### config.mk
export PLATFORM = sky130hd
export DESIGN_NAME = uart_rx_os_flat
export DESIGN_NICKNAME = d
export VERILOG_FILES = /design/src/rtl/uart_rx_os_pkg.sv /design/src/rtl/uart_rx_os_if.sv /design/src/rtl/uart_rx_os_tick.sv /design/src/rtl/uart_rx_os.sv /design/src/flat_wrapper.sv
export SDC_FILE = /design/constraint.sdc
export NUM_CORES = 1
export LEC_CHECK = 0
export ABC_AREA = 1
export CAP_MARGIN = 5
export CORE_AREA = 2 2 63 65
export CTS_CLUSTER_SIZE = 12
export DETAILED_ROUTE_END_ITERATION = 12
export DIE_AREA = 0 0 65 67
export PLACE_DENSITY_LB_ADDON = 0.3
export SLEW_MARGIN = 40
export SYNTH_ARGS = -nofsm -noshare
export SYNTH_HDL_FRONTEND = slang
export SYNTH_SLANG_ARGS = --single-unit
### constraint.sdc
create_clock -name clk -period 4.1 [get_ports clk]
set_clock_uncertainty 0.1 [all_clocks]
set_input_delay 0.615 -clock clk [delete_from_list [all_inputs] [get_ports clk]]
set_output_delay 0.615 -clock clk [all_outputs]
set_load 0.01 [all_outputs]
### src/rtl/uart_rx_os_pkg.sv
// uart_pkg: shared types and constants for the oversampling UART receiver.
//   rx_state_t  receiver FSM state
//   OS_RATIO    oversampling ratio (ticks per bit)
//   MID_LO/HI   first/last os_cnt of the majority-vote window
//   tick_div()  clocks per oversample tick, integer floor
package uart_pkg;

    typedef enum logic [2:0] {
        IDLE  = 3'd0,
        START = 3'd1,
        DATA  = 3'd2,
        STOP  = 3'd3,
        BRK   = 3'd4
    } rx_state_t;

    localparam int OS_RATIO = 16;
    localparam int MID_LO   = 7;
    localparam int MID_HI   = 9;

    function automatic int tick_div(input int clk_hz, input int baud);
        return clk_hz / (baud * OS_RATIO);
    endfunction

endpackage

### src/rtl/uart_rx_os_if.sv
// uart_rx_os_if: received-word stream plus status from the UART receiver.
//   master (receiver): drives rx_data, rx_valid, framing_error, break_det,
//                      overrun, rx_busy; samples rx_ready
//   slave  (consumer): the reverse
interface uart_rx_os_if #(
    parameter int DBITS = 8
);
    logic [DBITS-1:0] rx_data;
    logic             rx_valid;
    logic             rx_ready;
    logic             framing_error;
    logic             break_det;
    logic             overrun;
    logic             rx_busy;

    modport master (
        output rx_data, rx_valid, framing_error, break_det, overrun, rx_busy,
        input  rx_ready
    );

    modport slave (
        input  rx_data, rx_valid, framing_error, break_det, overrun, rx_busy,
        output rx_ready
    );
endinterface

### src/rtl/uart_rx_os_tick.sv
// uart_os_tick: free-running divider, one-clock tick every DIV clocks.
//   clk, rst_n  system clock, async active-low reset
//   tick        1-clk strobe, period DIV clocks
module uart_os_tick #(
    parameter int DIV = 27
) (
    input  logic clk,
    input  logic rst_n,
    output logic tick
);
    localparam int CW = (DIV > 1) ? $clog2(DIV) : 1;

    logic [CW-1:0] cnt;

    always_ff @(posedge clk or negedge rst_n) begin
        if (!rst_n) begin
            cnt  <= '0;
            tick <= 1'b0;
        end else if (cnt == CW'(DIV - 1)) begin
            cnt  <= '0;
            tick <= 1'b1;
        end else begin
            cnt  <= cnt + CW'(1);
            tick <= 1'b0;
        end
    end
endmodule

### src/rtl/uart_rx_os.sv
// uart_rx_os: 16x oversampling UART receiver with glitch filter, 3-sample
// majority vote at mid-bit, framing-error / break detection and a one-word
// holding register on a valid/ready stream.
//   clk, rst_n    system clock, async active-low reset
//   rx_serial_in  asynchronous serial line, idle high
//   rx            uart_rx_os_if.master: rx_data/rx_valid/rx_ready,
//                 framing_error, break_det, overrun pulse, rx_busy
module uart_rx_os
    import uart_pkg::*;
#(
    parameter int CLK_FREQ_HZ = 50_000_000,
    parameter int BAUD        = 115200,
    parameter int DBITS       = 8,
    parameter int STOP_BIT    = 1,
    parameter int OS          = 16
) (
    input  logic         clk,
    input  logic         rst_n,
    input  logic         rx_serial_in,
    uart_rx_os_if.master rx
);
    localparam int TICK_DIV = tick_div(CLK_FREQ_HZ, BAUD);

    if (OS != OS_RATIO) begin : g_bad_os
        $error("uart_rx_os: OS must be 16");
    end
    if (DBITS < 5 || DBITS > 9) begin : g_bad_dbits
        $error("uart_rx_os: DBITS must be 5..9");
    end
    if (STOP_BIT < 1 || STOP_BIT > 2) begin : g_bad_stop
        $error("uart_rx_os: STOP_BIT must be 1 or 2");
    end
    if (TICK_DIV < 1) begin : g_bad_div
        $error("uart_rx_os: clock too slow for BAUD*16");
    end

    logic tick;

    uart_os_tick #(.DIV(TICK_DIV)) u_tick (
        .clk   (clk),
        .rst_n (rst_n),
        .tick  (tick)
    );

    // 2-FF synchronizer, reset to the idle level so reset release is not a start edge
    logic sync_q1, rxs;

    always_ff @(posedge clk or negedge rst_n) begin
        if (!rst_n) begin
            sync_q1 <= 1'b1;
            rxs     <= 1'b1;
        end else begin
            sync_q1 <= rx_serial_in;
            rxs     <= sync_q1;
        end
    end

    rx_state_t        state;
    logic [3:0]       os_cnt;
    logic [3:0]       bit_idx;
    logic             stop_idx;
    logic             samp7, samp8;
    logic [DBITS-1:0] shreg;
    logic             fe_acc;
    logic             stop0_low;
    logic             busy;

    logic maj, decide, last_stop, complete;
    logic first_stop_low, frame_fe, frame_brk;

    // samples at os_cnt 7 and 8 are stored; the one at 9 is the live rxs
    assign maj            = (samp7 & samp8) | (samp7 & rxs) | (samp8 & rxs);
    assign decide         = tick && (os_cnt == 4'(MID_HI));
    assign last_stop      = (stop_idx == 1'(STOP_BIT - 1));
    assign complete       = decide && (state == STOP) && last_stop;
    assign first_stop_low = (stop_idx == 1'b0) ? ~maj : stop0_low;
    assign frame_fe       = fe_acc | ~maj;
    assign frame_brk      = (shreg == '0) && first_stop_low;

    always_ff @(posedge clk or negedge rst_n) begin
        if (!rst_n) begin
            state     <= IDLE;
            os_cnt    <= '0;
            bit_idx   <= '0;
            stop_idx  <= 1'b0;
            samp7     <= 1'b1;
            samp8     <= 1'b1;
            shreg     <= '0;
            fe_acc    <= 1'b0;
            stop0_low <= 1'b0;
            busy      <= 1'b0;
        end else if (tick) begin
            if (state == START || state == DATA || state == STOP) begin
                os_cnt <= os_cnt + 4'd1;   // 15 -> 0 wrap marks the next bit
                if (os_cnt == 4'(MID_LO))     samp7 <= rxs;
                if (os_cnt == 4'(MID_LO + 1)) samp8 <= rxs;
            end
            case (state)
                IDLE: begin
                    if (!rxs) begin
                        os_cnt <= '0;
                        state  <= START;
                        busy   <= 1'b1;
                    end
                end
                START: begin
                    if (decide) begin
                        if (maj) begin          // start bit didn't hold: glitch
                            state <= IDLE;
                            busy  <= 1'b0;
                        end else begin
                            state   <= DATA;
                            bit_idx <= '0;
                        end
                    end
                end
                DATA: begin
                    if (decide) begin
                        shreg <= {maj, shreg[DBITS-1:1]};
                        if (bit_idx == 4'(DBITS - 1)) begin
                            state    <= STOP;
                            stop_idx <= 1'b0;
                            fe_acc   <= 1'b0;
                        end else begin
                            bit_idx <= bit_idx + 4'd1;
                        end
                    end
                end
                STOP: begin
                    if (decide) begin
                        fe_acc <= fe_acc | ~maj;
                        if (stop_idx == 1'b0) stop0_low <= ~maj;
                        if (last_stop) begin
                            // finishing at mid-stop leaves half a bit to
                            // catch the next start edge on back-to-back frames
                            busy  <= 1'b0;
                            state <= frame_brk ? BRK : IDLE;
                        end else begin
                            stop_idx <= 1'b1;
                        end
                    end
                end
                BRK: begin
                    if (rxs) state <= IDLE;
                end
                default: state <= IDLE;
            endcase
        end
    end

    // output holding register; rx_ready only feeds flops
    logic [DBITS-1:0] data_q;
    logic             valid_q, fe_q, brk_q, ovr_q;

    always_ff @(posedge clk or negedge rst_n) begin
        if (!rst_n) begin
            data_q  <= '0;
            valid_q <= 1'b0;
            fe_q    <= 1'b0;
            brk_q   <= 1'b0;
            ovr_q   <= 1'b0;
        end else begin
            ovr_q <= 1'b0;
            if (complete) begin
                if (!valid_q || rx.rx_ready) begin
                    data_q  <= shreg;
                    fe_q    <= frame_fe;
                    brk_q   <= frame_brk;
                    valid_q <= 1'b1;
                end else begin
                    ovr_q <= 1'b1;          // old word kept, new one dropped
                end
            end else if (valid_q && rx.rx_ready) begin
                valid_q <= 1'b0;
            end
        end
    end

    assign rx.rx_data       = data_q;
    assign rx.rx_valid      = valid_q;
    assign rx.framing_error = fe_q;
    assign rx.break_det     = brk_q;
    assign rx.overrun       = ovr_q;
    assign rx.rx_busy       = busy;

endmodule
### src/flat_wrapper.sv
// flat-port wrapper written by rule: the top's interface ports become plain ports
module uart_rx_os_flat import uart_pkg::*;
#(
    parameter int CLK_FREQ_HZ = 50_000_000,
    parameter int BAUD        = 115200,
    parameter int DBITS       = 8,
    parameter int STOP_BIT    = 1,
    parameter int OS          = 16
)
  (clk, rst_n, rx_serial_in, rx_rx_data, rx_rx_valid, rx_framing_error, rx_break_det, rx_overrun, rx_rx_busy, rx_rx_ready);
  uart_rx_os_if #(.DBITS(DBITS)) rx_i ();
  input  logic clk;
  input  logic rst_n;
  input  logic rx_serial_in;
  output wire logic [$bits(rx_i.rx_data)-1:0] rx_rx_data;
  output wire logic [$bits(rx_i.rx_valid)-1:0] rx_rx_valid;
  output wire logic [$bits(rx_i.framing_error)-1:0] rx_framing_error;
  output wire logic [$bits(rx_i.break_det)-1:0] rx_break_det;
  output wire logic [$bits(rx_i.overrun)-1:0] rx_overrun;
  output wire logic [$bits(rx_i.rx_busy)-1:0] rx_rx_busy;
  input wire logic [$bits(rx_i.rx_ready)-1:0] rx_rx_ready;
  assign rx_rx_data = rx_i.rx_data;
  assign rx_rx_valid = rx_i.rx_valid;
  assign rx_framing_error = rx_i.framing_error;
  assign rx_break_det = rx_i.break_det;
  assign rx_overrun = rx_i.overrun;
  assign rx_rx_busy = rx_i.rx_busy;
  assign rx_i.rx_ready = rx_rx_ready;
  uart_rx_os #(.CLK_FREQ_HZ(CLK_FREQ_HZ), .BAUD(BAUD), .DBITS(DBITS), .STOP_BIT(STOP_BIT), .OS(OS)) u_core (.clk(clk), .rst_n(rst_n), .rx_serial_in(rx_serial_in), .rx(rx_i));
endmodule
==> results.cfg <==
[pwr]
leakage_nw = 1.125
total_power_uw = 772.9
p_per_area_nw_per_um2 = 320.1
ir_worst_vdd_uv = 250.7

[timing]
final.period_utilization_pct = 46.65
fmax_mhz = 522.9
drv_slew = 0
fin_ws_ps = 2187
hold_slack_ps = 188.6
period_needed_ps = 1913
worst_pin_slew_ps = 618.9
rsz0062_at_grt = false
max_slew_margin_pct = 58.42
setup_violations = 0
tns_ps = 0
hold_viol = 0

[setup_path]
r2r_cells = 7
slowest_delay_ps = 540
reg2reg_from = u_core.os_cnt[1]
endpoint = rx_rx_data[5]
cp-end-kind = output port
rr_endpoint = u_core.rx.break_det
r2r_setup_slack_ps = 2300
worstSetupPathType = reg -> out
arrival_ps = 1200
crit_family = buffers and inverters
cp_num_cells = 1
critPathSlowestCell = clkdlybuf4s50_1
cp_cell_sequence = clkdlybuf4s50_1
crit_buf_inv = 1
required_ps = 3380
worstSetupStartpointType = register
cp_max_fo = 2
crit_start = u_core.rx.rx_data[5]

[global_routing]
grt_pass1_vias = 1450
grt_remaining_overflow = 0
track_usage_pct = 18.26
grt_pass1_wl_mm = 6.099
antenna_found_initial = 0
grt_max_degree = 44

[finish]
drive_gt1_share_pct = 14.50
fin_cells = 317
insertedDiodeCount = 0
design_area_sq_um = 2415
area_delta_synth_final_pct = 13.46
final_core_util_pct = 66.97
fillers = 302
fin_nets = 278

[floorplanning]
fp.dieW_um = 65
dieHeight_um = 67
core_region_area_sq_um = 3606
start_util_pct = 59.02
rows = 22
dieArea_sq_um = 4355
num_io_pins = 17

[placement]
dp_hpwl_mm = 2.536
placed_cells = 309
globalplace.congestion = 0.8404
place_ws_ps = 2079
dpl-instance-area_sq_um = 2300
io_buffer_count = 16

[logic_synthesis]
avgSynthCellArea_sq_um = 8.513
yosys_warnings = 0
synth_cell_type_count = 27
syn-num-nets = 260
ys_top_cells_by_area = dfrtp_1 (46%), nand2_1 (13%), inv_1 (5.5%)
ys_ff_latch = 43
yosysTopAreaCell = dfrtp_1
synthArstFlopShare_pct = 100.0
synthTopCellsByCount = nand2_1 (72), dfrtp_1 (39), inv_1 (31)
synth_top_area_share_pct = 45.86
ys_seq_area_share_pct = 50.79
synth_area_sq_um = 2128
synth_cells = 250
synth_edf_count = 0
yosysMostFrequentCell = nand2_1
ys.flop_type = dfrtp_1

[route]
viasPerCell = 4.902
vias = 1554
ant_nets = 0
drt_wl_total_mm = 3.465
drc = 0
drt_iter0_drc = 138
wl_per_cell_um = 10.93
drt_first_pass_iters = 7

[clock_network]
root_buffer = clkbuf_8
hold_buffers = 0
cts_num_sinks = 43
ctsResizeCount = 0
clockBufferDepth = 2
htree_levels = 2
cts_tree = built
path_clk_slew_ps = 90
cts_buffers = 5
postCtsSetupBuffers = 0
clkLatencyLatePin_ps = 290

[job]
max_cap_viol_count = 0

[min_path]
hold_class = in -> async

[outcome]
status = finished clean
[per-layer routing]
| metal | GRT usage [%] | up-vias | share of wire (%) |
|---|---|---|---|
| met4 | 6.383 | 0 | 1.2 |
| met1 | 22.81 | 710 | 49 |
| met2 | 31.19 | 25 | 46 |
| met3 | 4.054 | 5 | 4.0 |
| li1 | - | 814 | - |
| met5 | 0 | - | 0 |
[sequential cells by signal, summed over array words and instances, names as in the netlist, 3 cells and up]
signal,cells
u_core.bit_idx,4
u_core.os_cnt,4
u_core.rx.rx_data,8
u_core.shreg,8
u_core.state,3
u_core.u_tick.cnt,5
[layout by cell type, fill, tap and decap left out, types with 5 or more instances in the layout]
| cell | Yosys | layout |
|---|---|---|
| nand2_1 | 72 | 72 |
| dfrtp_1 | 39 | 39 |
| inv_1 | 31 | 31 |
| nor2_1 | 21 | 21 |
| clkdlybuf4s50_1 | 0 | 15 |
| nand3_1 | 14 | 14 |
| o21ai_1 | 11 | 11 |
| o21ai_0 | 8 | 8 |
| o21ai_2 | 7 | 7 |
| a21oi_1 | 6 | 6 |
| ha_1 | 6 | 6 |
| nor2_2 | 5 | 5 |
| clkbuf_8 | 0 | 5 |
[where the power goes]
group          leakage (nW)  switching (mW)  internal [mW]
Sequential            0.567         0.00218          0.427
Combinational         0.503          0.0121        0.00509
Clock                0.0548           0.144          0.183
Total                  1.12           0.158          0.615
[worst reg2reg max path: stages (launching register included)]
cell and delay (ps):
dfrtp_1 410, inv_1 100, ha_1 160, nand2_1 70, nor2_2 230, nand3_2 370
nand2_1 180, o21ai_2 60
[how the worst min path moves through the flow]
stage / endpoint / slack [ps] / cells past startpoint
finish: u_core.rx.rx_data[3] / 190 / 1
global route: u_core.rx.rx_data[2] / 230 / 1
CTS: u_core.shreg[2] / 200 / 1
detailed placement: u_core.rxs / 250 / 0
global placement: u_core.rxs / 250 / 0
floorplan: u_core.bit_idx[0] / 220 / 0
[cells by family after synthesis]
logic type / Yosys count / synth area share [%]
and+or+nand+nor: 127 / 26.87
adders and majority gates: 6 / 3.527
AOI/OAI and AO/OA: 34 / 9.994
xor gates and xnor gates: 2 / 0.8232
DFF: 43 / 50.79
buffers and inverters: 38 / 7.995
[final cells by class]
class	count	area, sq um	share of cell area, %
Clock inverter	3	46.29	1.917
Tap cell	48	60.06	2.487
Sequential cell	43	1081	44.77
Inverter	33	123.9	5.130
Clock buffer	5	68.82	2.850
Timing Repair Buffer	16	157.7	6.528
Multi-Input combinational cell	169	877.1	36.32
No activity file was read; power rests on OpenSTA's default activity.
